**src/rtl/gpio_pkg.sv**
```systemverilog
// GPIO peripheral shared definitions: register offsets, register-select enum, address decode.
package gpio_pkg;

    localparam int unsigned GPIO_ADDR_W = 4;

    localparam logic [GPIO_ADDR_W-1:0] GPIO_LED_OFS  = 4'h0;
    localparam logic [GPIO_ADDR_W-1:0] GPIO_BTN_OFS  = 4'h4;
    localparam logic [GPIO_ADDR_W-1:0] GPIO_EDGE_OFS = 4'h8;
    localparam logic [GPIO_ADDR_W-1:0] GPIO_MASK_OFS = 4'hC;

    typedef enum logic [1:0] {
        REG_LED  = 2'd0,
        REG_BTN  = 2'd1,
        REG_EDGE = 2'd2,
        REG_MASK = 2'd3
    } gpio_reg_e;

    // Map the word index (byte address bits [3:2]) onto a register select.
    function automatic gpio_reg_e gpio_decode(input logic [1:0] word);
        logic [GPIO_ADDR_W-1:0] ofs;
        ofs = {word, 2'b00};
        case (ofs)
            GPIO_LED_OFS:  return REG_LED;
            GPIO_BTN_OFS:  return REG_BTN;
            GPIO_EDGE_OFS: return REG_EDGE;
            GPIO_MASK_OFS: return REG_MASK;
            default:       return REG_LED;
        endcase
    endfunction

endpackage

```
**src/rtl/gpio_debounce.sv**
```systemverilog
// One-bit button conditioner: 2-flop synchroniser followed by a hold-time debounce counter.
// Ports:
//   clk, rstb  clock, asynchronous active-low reset
//   btn_i      raw asynchronous button level
//   d_o        debounced level (registered)
//   rise_c     one-cycle pulse, high when d_o is about to go 0->1 on the next edge
//              (present only when GPIO_IRQ_EN is defined)
module gpio_debounce
    import gpio_pkg::*;
#(
    parameter int unsigned DEBOUNCE_CYCLES = 50000
) (
    input  logic clk,
    input  logic rstb,
    input  logic btn_i,
    output logic d_o
`ifdef GPIO_IRQ_EN
    ,
    output logic rise_c
`endif
);

    localparam int unsigned CNT_W   = (DEBOUNCE_CYCLES > 1) ? $clog2(DEBOUNCE_CYCLES) : 1;
    localparam int unsigned CNT_MAX = DEBOUNCE_CYCLES - 1;

    logic             sync1_q;
    logic             s_q;
    logic             d_q;
    logic             d_d;
    logic [CNT_W-1:0] cnt_q;
    logic [CNT_W-1:0] cnt_d;

    // Count consecutive cycles of disagreement; accept the new level on the last one.
    always_comb begin
        d_d   = d_q;
        cnt_d = '0;
        if (s_q != d_q) begin
            if (cnt_q == CNT_W'(CNT_MAX)) begin
                d_d = s_q;
            end else begin
                cnt_d = cnt_q + CNT_W'(1);
            end
        end
    end

    always_ff @(posedge clk or negedge rstb) begin
        if (!rstb) begin
            sync1_q <= 1'b0;
            s_q     <= 1'b0;
            d_q     <= 1'b0;
            cnt_q   <= '0;
        end else begin
            sync1_q <= btn_i;
            s_q     <= sync1_q;
            d_q     <= d_d;
            cnt_q   <= cnt_d;
        end
    end

    assign d_o = d_q;

`ifdef GPIO_IRQ_EN
    assign rise_c = d_d & ~d_q;
`endif

endmodule

```
**src/rtl/gpio_ctrl.sv**
```systemverilog
// Memory-mapped GPIO peripheral: LED output register, debounced button inputs,
// optional sticky rising-edge capture with masked level interrupt.
// Optional feature macro: GPIO_IRQ_EN (EDGE/MASK registers and irq).
// Ports:
//   clk, rstb                  clock, asynchronous active-low reset
//   bus_sel/we/addr/wdata      single-cycle access strobe, direction, byte address, write data
//   bus_rdata/bus_ready        read data and one-cycle completion pulse, one cycle after bus_sel
//   btn                        raw button levels
//   led                        LED drive
//   irq                        level interrupt, |(EDGE & MASK) registered
module gpio_ctrl
    import gpio_pkg::*;
#(
    parameter int unsigned XLEN            = 32,
    parameter int unsigned N_LED           = 8,
    parameter int unsigned N_BTN           = 4,
    parameter int unsigned DEBOUNCE_CYCLES = 50000
) (
    input  logic                   clk,
    input  logic                   rstb,
    input  logic                   bus_sel,
    input  logic                   bus_we,
    input  logic [GPIO_ADDR_W-1:0] bus_addr,
    input  logic [XLEN-1:0]        bus_wdata,
    output logic [XLEN-1:0]        bus_rdata,
    output logic                   bus_ready,
    input  logic [N_BTN-1:0]       btn,
    output logic [N_LED-1:0]       led,
    output logic                   irq
);

    logic [N_BTN-1:0] btn_db;
`ifdef GPIO_IRQ_EN
    logic [N_BTN-1:0] btn_rise_c;
`endif

    // Per-channel synchroniser + debounce.
    for (genvar gi = 0; gi < N_BTN; gi++) begin : g_btn
        gpio_debounce #(
            .DEBOUNCE_CYCLES(DEBOUNCE_CYCLES)
        ) u_db (
            .clk   (clk),
            .rstb  (rstb),
            .btn_i (btn[gi]),
            .d_o   (btn_db[gi])
`ifdef GPIO_IRQ_EN
            ,
            .rise_c(btn_rise_c[gi])
`endif
        );
    end

    gpio_reg_e sel_c;
    logic      wr_c;
    logic      rd_c;

    assign sel_c = gpio_decode(bus_addr[3:2]);
    assign wr_c  = bus_sel & bus_we;
    assign rd_c  = bus_sel & ~bus_we;

    // Byte-lane bits and upper write-data bits carry no state.
    logic unused_c;
    assign unused_c = ^{bus_addr[1:0], bus_wdata};

    logic [N_LED-1:0] led_q;
    logic [N_LED-1:0] led_d;
    logic [XLEN-1:0]  rdata_q;
    logic [XLEN-1:0]  rdata_d;
    logic             ready_q;

`ifdef GPIO_IRQ_EN
    logic [N_BTN-1:0] edge_q;
    logic [N_BTN-1:0] edge_d;
    logic [N_BTN-1:0] mask_q;
    logic [N_BTN-1:0] mask_d;
    logic             irq_q;
    logic             irq_d;
`endif

    // Read mux; write accesses return zero.
    always_comb begin
        rdata_d = '0;
        if (rd_c) begin
            case (sel_c)
                REG_LED:  rdata_d = XLEN'(led_q);
                REG_BTN:  rdata_d = XLEN'(btn_db);
`ifdef GPIO_IRQ_EN
                REG_EDGE: rdata_d = XLEN'(edge_q);
                REG_MASK: rdata_d = XLEN'(mask_q);
`endif
                default:  rdata_d = '0;
            endcase
        end
    end

    // Register next-state: new edges win over a simultaneous W1C clear.
    always_comb begin
        led_d = led_q;
        if (wr_c && (sel_c == REG_LED)) begin
            led_d = bus_wdata[N_LED-1:0];
        end
`ifdef GPIO_IRQ_EN
        edge_d = edge_q;
        mask_d = mask_q;
        irq_d  = |(edge_q & mask_q);
        if (wr_c && (sel_c == REG_EDGE)) begin
            edge_d = edge_q & ~bus_wdata[N_BTN-1:0];
        end
        edge_d = edge_d | btn_rise_c;
        if (wr_c && (sel_c == REG_MASK)) begin
            mask_d = bus_wdata[N_BTN-1:0];
        end
`endif
    end

    always_ff @(posedge clk or negedge rstb) begin
        if (!rstb) begin
            led_q   <= '0;
            rdata_q <= '0;
            ready_q <= 1'b0;
        end else begin
            led_q   <= led_d;
            rdata_q <= rdata_d;
            ready_q <= bus_sel;
        end
    end

`ifdef GPIO_IRQ_EN
    always_ff @(posedge clk or negedge rstb) begin
        if (!rstb) begin
            edge_q <= '0;
            mask_q <= '0;
            irq_q  <= 1'b0;
        end else begin
            edge_q <= edge_d;
            mask_q <= mask_d;
            irq_q  <= irq_d;
        end
    end
    assign irq = irq_q;
`else
    assign irq = 1'b0;
`endif

    assign led       = led_q;
    assign bus_rdata = rdata_q;
    assign bus_ready = ready_q;

endmodule
```
**config.mk**
```make
export PLATFORM = sky130hd
export DESIGN_NAME = gpio_ctrl
export DESIGN_NICKNAME = d
export VERILOG_FILES = /design/src/rtl/gpio_pkg.sv /design/src/rtl/gpio_debounce.sv /design/src/rtl/gpio_ctrl.sv
export SDC_FILE = /design/constraint.sdc
export NUM_CORES = 1
export LEC_CHECK = 0
export CORE_UTILIZATION = 35
export DETAILED_ROUTE_END_ITERATION = 10
export MAX_ROUTING_LAYER = met4
export SLEW_MARGIN = 10
export SYNTH_ARGS = -nofsm -noshare
export SYNTH_HDL_FRONTEND = slang
export SYNTH_HIERARCHICAL = 1
export SYNTH_SLANG_ARGS = --single-unit
```
**constraint.sdc**
```tcl
create_clock -name clk -period 1.4 [get_ports clk]
set_clock_uncertainty 0.1 [all_clocks]
set_input_delay 0.35 -clock clk [delete_from_list [all_inputs] [get_ports clk]]
set_output_delay 0.35 -clock clk [all_outputs]
set_load 0.02 [all_outputs]
```
==> impl_metrics.env, run 1 <==
export IMPL_synth_compound_area_frac=0
export IMPL_hp_start="bus_sel"
export IMPL_die_width_um=116.7
export IMPL_ant_nets=0
export IMPL_cp_data_required_time_ps=1530
export IMPL_stdcell_area_sq_um=6291
export IMPL_drtPass1Iterations=4
export IMPL_violations="setup timing"
export IMPL_clkLatencyLatePin_ps=340
export IMPL_r2r_start="g_btn[3].u_db/cnt_q[12]"
export IMPL_crit_arrival_ps=1660
export IMPL_total_power_uw=6016
export IMPL_reg2reg_to="g_btn[3].u_db/cnt_q[12]"
export IMPL_synth_area_leaders="dfrtp_1 (51%), xnor2_1 (9.1%), nor2_1 (4.9%), nor4_2 (4.4%), buf_4 (4.1%)"
export IMPL_syn_avg_cell_area_sq_um=11.50
export IMPL_powerDensity_nw_per_um2=956.3
export IMPL_io_pins=86
export IMPL_fin_ws_ps=-126.7
export IMPL_drt_vias_per_instance=4.524
export IMPL_cts_root_buf="clkbuf_16"
export IMPL_finalSetupViolations=65
export IMPL_grt_max_degree=26
export IMPL_synth_top_family_by_area="simple AND/OR/NAND/NOR gates"
export IMPL_fin_crit_sh=1.090
export IMPL_grt_pass1_vias=3333
export IMPL_startpoint="g_btn[3].u_db/cnt_q[12]"
export IMPL_drc=0
export IMPL_dpl_cell_area_sq_um=5764
export IMPL_worst_ir_drop_vdd_uv=710.8
export IMPL_hold_viol=0
export IMPL_drv_slew=0
export IMPL_ys_seq_area_frac=0.5058
export IMPL_yosysUniqueCellTypes=27
export IMPL_htreeDepth=3
export IMPL_yosys_top_cells_count="dfrtp_1 (93), nor2_1 (60), xnor2_1 (48), buf_4 (25), nand3_1 (20)"
export IMPL_wl_um=9026
export IMPL_synthArstFlopShare=1.000
export IMPL_synthToLayoutAreaGrowth_pct=36.74
export IMPL_die_y_um=116.7
export IMPL_synth_mux_area_frac=0.03807
export IMPL_cts_made_buffers=9
export IMPL_yosysMostFrequentCell="dfrtp_1"
export IMPL_dpl_cell_count=689
export IMPL_critPathKind="register to register"
export IMPL_antenna_cells=0
export IMPL_die_area_sq_um=13610
export IMPL_ys_ff_latch=93
export IMPL_synth_edf_count=0
export IMPL_track_usage=0.1558
export IMPL_synthSimpleGateAreaFrac=0.2649
export IMPL_synth_top_cell_by_area="dfrtp_1"
export IMPL_cts_tree="done"
export IMPL_num_nets_final=581
export IMPL_tns_ps=-5790
export IMPL_grt_overflow=0
export IMPL_crit_path_max_fanout=9
export IMPL_fillerInstances=1161
export IMPL_synthAdderAreaFrac=0.01088
export IMPL_final_cells=710
export IMPL_cp_end_kind="register"
export IMPL_portBuffers=34
export IMPL_hp_class="input pin to register"
export IMPL_clock_sinks=93
export IMPL_gp_routability_congestion=0.8112
export IMPL_total_leakage_power_uw=0.002759
export IMPL_clk_pin_slew_ps=70
export IMPL_core_area_sq_um=12720
export IMPL_synth_warnings=6
export IMPL_avgRoutedWirePerCell_um=12.71
export IMPL_hpwlAfterDp_um=6503
export IMPL_r2r_slack_ps=-130
export IMPL_antenna_found_initial=0
export IMPL_yosysTopAreaCellShare=0.5058
export IMPL_hold_path_end="bus_ready"
export IMPL_vias=3212
export IMPL_r2r_cells=5
export IMPL_hold_ws_ps=204.8
export IMPL_synth_area_sq_um=4601
export IMPL_whs_path_depth=1
export IMPL_cts_buffer_depth=2
export IMPL_fmax_mhz=655.0
export IMPL_max_cap_viol_count=0
export IMPL_placement_rows=41
export IMPL_grt_pass1_wl_um=15810
export IMPL_run_status="finished, violations left"
export IMPL_period_needed_ps=1527
export IMPL_critPathLaunchType="register"
export IMPL_synthXorXnorAreaFrac=0.1142
export IMPL_drt_iter0_markers=88
export IMPL_ys_flop_type="dfrtp_1"
export IMPL_syn_inst=400
export IMPL_drive_gt1_frac=0.4201
export IMPL_initial_core_util=0.3616
export IMPL_rsz0062_at_grt="true"
[cell families after synthesis]
family | Yosys count
adder cells (fa/ha/maj) | 4
flip-flops | 93
AND/OR/NAND/NOR | 183
multiplexers | 16
XOR/XNOR | 60
other | 1
buffers and inverters | 43
[power breakdown]
part / internal [uW] / total (uW) / leakage, uW / switching (uW)
clock network: 1400 / 2470 / 0.000140 / 1070
registers: 2780 / 2850 / 0.00125 / 62.3
logic: 325 / 701 / 0.00137 / 376
total: 4510 / 6020 / 0.00276 / 1510
[state kept, by name, indices dropped and copies added (netlist names)]
| name | flops |
|---|---|
| bus_rdata | 8 |
| bus_ready | 1 |
| g_btn.u_db/d_o | 4 |
| g_btn.u_db/sync1_q | 4 |
| led | 8 |
| g_btn.u_db/s_q | 4 |
| g_btn.u_db/cnt_q | 64 |
[through the flow]
stage	util	setup WS, ps
6_report	0.4945	-126.7
5_1_grt	0.4945	-223.9
4_1_cts	0.4823	-135.2
3_5_place_dp	0.4531	-549.2
3_3_place_gp	0.4531	-524.5
2_1_floorplan	-	-50.61
[how the worst max path moves through the flow]
stage,depth (start not counted),slack [ps],end
2_1_floorplan,6,-50,g_btn[0].u_db/cnt_q[12]
3_3_place_gp,4,-520,led[2]
3_5_place_dp,4,-550,led[5]
4_1_cts,5,-140,g_btn[0].u_db/cnt_q[8]
5_1_grt,5,-220,g_btn[0].u_db/cnt_q[12]
6_report,5,-130,g_btn[3].u_db/cnt_q[12]
[cell usage in the layout, fill, tap and decap left out, types with 5 or more instances in the layout]
master           synthesis  layout
dfrtp_1                 93      93
buf_4                   25      84
inv_1                   12      12
xor2_1                  12      11
nand3_1                 20      17
nor3_1                  16      15
buf_2                    0      16
nand4_4                  4       5
clkdlybuf4s50_1          0      12
buf_12                   0       6
nor4_2                  16      13
nor2_1                  60      43
nor4b_2                  0       7
nand4_1                  8       8
xnor2_1                 48      45
nor2_2                  12      22
nor2_4                   0       7
clkbuf_16                0       9
conb_1                   1      25
mux2_2                  12      10
nand2_1                  8       8
[final cells by class]
class / count / area [sq um] / share of cell area
tap: 172 / 215.2 / 0.03421
timing repair buffer: 129 / 1071 / 0.1702
multi-input combinational: 288 / 2332 / 0.3707
inverter: 12 / 45.04 / 0.007160
clock buffer: 10 / 229.0 / 0.03640
sequential: 93 / 2327 / 0.3699
clock inverter: 6 / 71.32 / 0.01134
[metal layers]
layer	GRT usage	wire, um	vias to the layer above
met3	0.03529	268	8
met4	0.04810	87	0
met2	0.2394	4356	47
met5	-	0	-
met1	0.2051	4314	1574
li1	-	-	1583
[repair_timing]
item | CTS | global route
pin swaps | 22 | 7
setup buffers | 0 | 4
endpoints found under the hold margin | 18 | 0
hold buffers | 1 | 0
resized for setup | 104 | 26
endpoints found under the setup margin | 97 | 68
[critical path, cell delays in order, from the launching register on]
cell and delay (ps):
dfrtp_1 400, nor4b_2 320, nand4_1 240, nand2_2 160, buf_8 150, nor2_1 50
Power figures use the tool's default switching activity.
==> run 2: changes to the inputs <==
clock period = 1.83 ns   (was 1.4 ns; I/O delays follow)
==> impl_metrics.env, run 2 (synthesis gave the netlist of run 1 again) <==
export IMPL_run_status="finished clean"
export IMPL_drive_gt1_frac=0.1904
export IMPL_final_cell_mix="dfrtp_1 (93), nor2_1 (60), xnor2_1 (48), conb_1 (25), nand3_1 (20)"
export IMPL_hpwlAfterDp_um=5787
export IMPL_grt_pass1_wl_um=13940
export IMPL_initial_core_util=0.3616
export IMPL_track_usage=0.1383
export IMPL_cts_tree="done"
export IMPL_portBuffers=34
export IMPL_clk_pin_slew_ps=60
export IMPL_cp_end_kind="register"
export IMPL_dpl_cell_area_sq_um=5111
export IMPL_drv_slew=0
export IMPL_fin_ws_ps=116.4
export IMPL_core_area_sq_um=12720
export IMPL_layout_commonest_cell="dfrtp_1"
export IMPL_postLayoutCoreUtil=0.4266
export IMPL_cts_buffer_depth=2
export IMPL_cp_data_required_time_ps=1950
export IMPL_io_pins=86
export IMPL_htreeDepth=3
export IMPL_largest_reg_flops=64
export IMPL_top_register="g_btn.u_db/cnt_q"
export IMPL_worst_ir_drop_vdd_uv=465.6
export IMPL_cts_made_buffers=9
export IMPL_fmax_mhz=583.6
export IMPL_rsz0062_at_grt="false"
export IMPL_grt_max_degree=35
export IMPL_grt_pass1_vias=2882
export IMPL_crit_path_max_fanout=4
export IMPL_hp_class="register to register"
export IMPL_drt_vias_per_instance=4.587
export IMPL_total_leakage_power_uw=0.002355
export IMPL_clkLatencyLatePin_ps=330
export IMPL_die_width_um=116.7
export IMPL_powerDensity_nw_per_um2=812.0
export IMPL_hold_viol=0
export IMPL_critPathLaunchType="input pin"
export IMPL_placement_rows=41
export IMPL_crit_arrival_ps=1830
export IMPL_avgRoutedWirePerCell_um=12.95
export IMPL_fin_crit_sh=0.9364
export IMPL_die_area_sq_um=13610
export IMPL_max_cap_viol_count=0
export IMPL_drtPass1Iterations=4
export IMPL_post_cts_buffers=0
export IMPL_wl_um=8146
export IMPL_drt_iter0_markers=116
export IMPL_grt_overflow=0
export IMPL_tns_ps=0
export IMPL_synthToLayoutAreaGrowth_pct=17.98
export IMPL_ant_nets=0
export IMPL_stdcell_area_sq_um=5428
export IMPL_drc=0
export IMPL_gp_routability_congestion=0.7526
export IMPL_cts_root_buf="clkbuf_16"
export IMPL_period_needed_ps=1714
export IMPL_clock_sinks=93
export IMPL_antenna_found_initial=0
export IMPL_num_nets_final=500
export IMPL_fillerInstances=1235
export IMPL_post_place_ws_ps=-250.9
export IMPL_die_y_um=116.7
export IMPL_vias=2885
export IMPL_antenna_cells=0
export IMPL_critPathKind="input pin to register"
export IMPL_finalSetupViolations=0
## run 2: changes by cell type in the layout (fill, tap and decap cells not counted), sizes merged
cell / delta
inv: -2
buf: -98
clkinvlp: -2
clkdlybuf4s50: +4
dlymetal6s2s: +4
dlygate4sd2: +9
clkinv: +3
clkbuf: +1
## run 2: worst paths after layout
path,slack [ps],startpoint,cells after the start,endpoint
worst max-delay path,120,bus_sel,4,led[4]
worst min-delay path,250,g_btn[3].u_db/sync1_q,0,g_btn[3].u_db/s_q
worst max register to register,160,g_btn[2].u_db/cnt_q[0],4,g_btn[2].u_db/d_o
worst min register to register,250,g_btn[3].u_db/sync1_q,0,g_btn[3].u_db/s_q
max in group asynchronous,630,rstb,3,led[0]
min in group asynchronous,490,rstb,2,g_btn[1].u_db/cnt_q[15]
## run 2: worst max-delay path, cell delays in order
cell	delay, ps
clkdlybuf4s50_1	510
nor4bb_4	340
buf_4	190
mux2_2	330
## run 2: repair_timing
action / CTS / global route
gates resized for setup: 13 / 8
endpoints found under the hold margin: 25 / 0
setup endpoints to repair: 13 / 44
pin swaps: 0 / 0
hold buffers: 1 / 0
## run 2: cell type report
cell class,instances,area [sq um],share of cell area
repair buffers,48,464.2,0.08552
well taps,172,215.2,0.03965
clock buffers,11,242.7,0.04472
clock inverters,5,50.05,0.009221
inverters,12,45.04,0.008299
flip-flops and latches,93,2327,0.4288
multi-input cells,288,2083,0.3838
## run 2: per-stage QoR
| step | total power, uW | std cells | hold WS (ps) |
|---|---|---|---|
| 2_1_floorplan | 2479 | 424 | 61.91 |
| 3_3_place_gp | 2647 | 612 | 232.5 |
| 3_5_place_dp | 2656 | 612 | 234.7 |
| 4_1_cts | 4489 | 629 | 248.8 |
| 5_1_grt | 4611 | 629 | 256.0 |
| 6_report | 4407 | 629 | 247.1 |
## run 2: where the power goes
part / internal [uW] / switching, uW
registers: 2130 / 61.9
logic: 156 / 233
clock network: 1090 / 739
total: 3370 / 1030
## run 2: layer usage
metal  global-route usage  wire, um  up-vias
li1                     -         -     1415
met2               0.2213      3987       50
met3              0.03996       275        6
met4              0.03797        68        0
met1               0.1706      3815     1414
met5                    -         0        -
==> variant: new RTL, flow settings as in run 2 <==
Take the reset off `rdata_q` and load it in a clocked block of its own.
--- a/src/rtl/gpio_ctrl.sv
+++ b/src/rtl/gpio_ctrl.sv
@@ -116,13 +116,15 @@
     always_ff @(posedge clk or negedge rstb) begin
         if (!rstb) begin
             led_q   <= '0;
-            rdata_q <= '0;
             ready_q <= 1'b0;
         end else begin
             led_q   <= led_d;
-            rdata_q <= rdata_d;
             ready_q <= bus_sel;
         end
+    end
+
+    always_ff @(posedge clk) begin
+        rdata_q <= rdata_d;
     end
 
 `ifdef GPIO_IRQ_EN
Behaviour: differs if rstb is asserted again (counterexample within 4 cycles, from zero or initial values and one cycle with rstb low); with rstb held inactive, the same outputs for 10 cycles.
==> variant against run 2 <==
Total power is 0.18% lower; final area is 1.0% lower; sequential cell count stayed put; first-iteration DRC count is 28% lower; worst hold slack worse by 220 ps; critical path depth stayed put; routed wire length is 2.7% lower; worst setup slack better by 8.7 ps; area after synthesis is 0.87% lower.
==> variant: results (changes against run 2) <==
worst stage delay on the critical path: 490 ps (-20 ps)
top cells by count, synth: dfrtp_1 (85), nor2_1 (60), xnor2_1 (48), buf_4 (25), nand3_1 (20)
post-CTS setup repair buffer count: 0 (unchanged)
adder-cell share of the synthesized area: 1.10% (+0.0096 points)
YS warnings: 6 (unchanged)
placed inst area: 5070 sq um (-0.73%)
first-pass GRT wire length: 13600 microns (-2.2%)
XOR/XNOR share of the synthesized area: 11.5% (+0.10 points)
DR vias: 2872 (-0.45%)
clk buf depth: 2 (unchanged)
max reg flops: 64 (unchanged)
Root Buffer: clkbuf_16
port bufs: 34 (unchanged)
cell leakage power: 0.00228 uW (-3.1%)
final cell area excluding filler cells: 5370 sq um (-1.0%)
largest net degree at the start of global routing: 86 (+150%)
initial drt markers: 84 (-28%)
status: finished clean
post-detail-place hpwl: 5410 microns (-6.5%)
routability cong.: 0.751 (-0.21%)
initial antenna violation count: 0 (unchanged)
FF-to-FF Start: g_btn[3].u_db/cnt_q[0]
Peak VDD IR: 0.487 mV (+4.6%)
sequential fraction of the synthesis area: 50.2% (-0.43 points)
post-synthesis mux area share: 3.84% (+0.033 points)
CTS H-tree depth: 3 (unchanged)
Netlist cell types: 28 (+3.7%)
slowest CP cell: clkdlybuf4s50_1
clk_lat worst skew: 350 ps (+20 ps)
pre-CTS worst setup slack: -247 ps (+4.15 ps)
crit path launch: bus_addr[3]
top post-synthesis cells by area: dfrtp_1 (47%), xnor2_1 (9.2%), nor2_1 (4.9%)
DRC Markers: 0 (unchanged)
ratio of cells with drive above 1 in the final layout: 19.7% (+0.61 points)
Reg with most FFs: g_btn.u_db/cnt_q
Antenna Cells: 0 (unchanged)
Post-synth ARST share: 91.4% (-8.6 points)
Setup Viol. Count Final: 0 (unchanged)
worst hold path class: in2async
final WL: 7930 microns (-2.7%)
final net count: 501 (+0.20%)
worst-path maximum fanout: 5 (+1)
Crit path max-delay family: buffers and inverters
number of fill cells: 1223 (-0.97%)
CTS clk-pin slew, worst paths: 60 ps (about the same)
global-route usage over all layers: 13.9% (+0.054 points)
vias in the first global route: 2798 (-2.9%)
-- variant: kinds of logic after synthesis --
group | Yosys count
buf+inv | 43
other cells | 1
xor+xnor | 60
simple gates | 183
mux | 16
fa+ha+maj | 4
flops | 93
-- variant: area by class of cell --
type,count,area share (%)
well taps,172,4.01
clock inverters,3,0.326
clock buffers,13,5.22
multi-input cells,288,38.7
repair buffers,49,8.36
inverters,12,0.838
flip-flops and latches,93,42.6
-- variant: per-layer routing --
layer,up-vias,share of wire (%),global-route usage (%)
met1,1369,49,17.3
met5,-,0,-
met3,12,4.9,3.68
met4,0,2.7,8.21
li1,1421,-,-
met2,70,44,20.2
-- variant: timing repair --
item | in CTS | in global routing
hold buffers | 0 | 0
endpoints found under the hold margin | 0 | 0
resized for setup | 15 | 5
endpoints found under the setup margin | 15 | 13
-- variant: power breakdown --
group	internal [uW]	leakage (uW)	switching, uW
sequential	2130	0.00121	56.8
clock	1060	0.000148	770
combinational	151	0.000928	228
total	3340	0.00228	1060
-- variant: path summary, 6_finish.rpt --
kind,cells after the start,slack [ps],end
max,4,130,led[4]
max reg2reg,5,150,g_btn[3].u_db/cnt_q[3]
min reg2reg,0,250,g_btn[0].u_db/s_q
min in group clk,0,250,g_btn[0].u_db/s_q
min,2,30,g_btn[0].u_db/cnt_q[13]
max in group asynchronous,2,1250,led[6]
-- variant: per-stage QoR --
step	total power, uW	hold WS [ps]	std cells
after floorplan	2480	61.9	424
after global placement	2630	232	614
after detailed placement	2640	237	614
after CTS	4480	58.9	630
after global routing	4590	55.3	630
final	4400	25.2	630
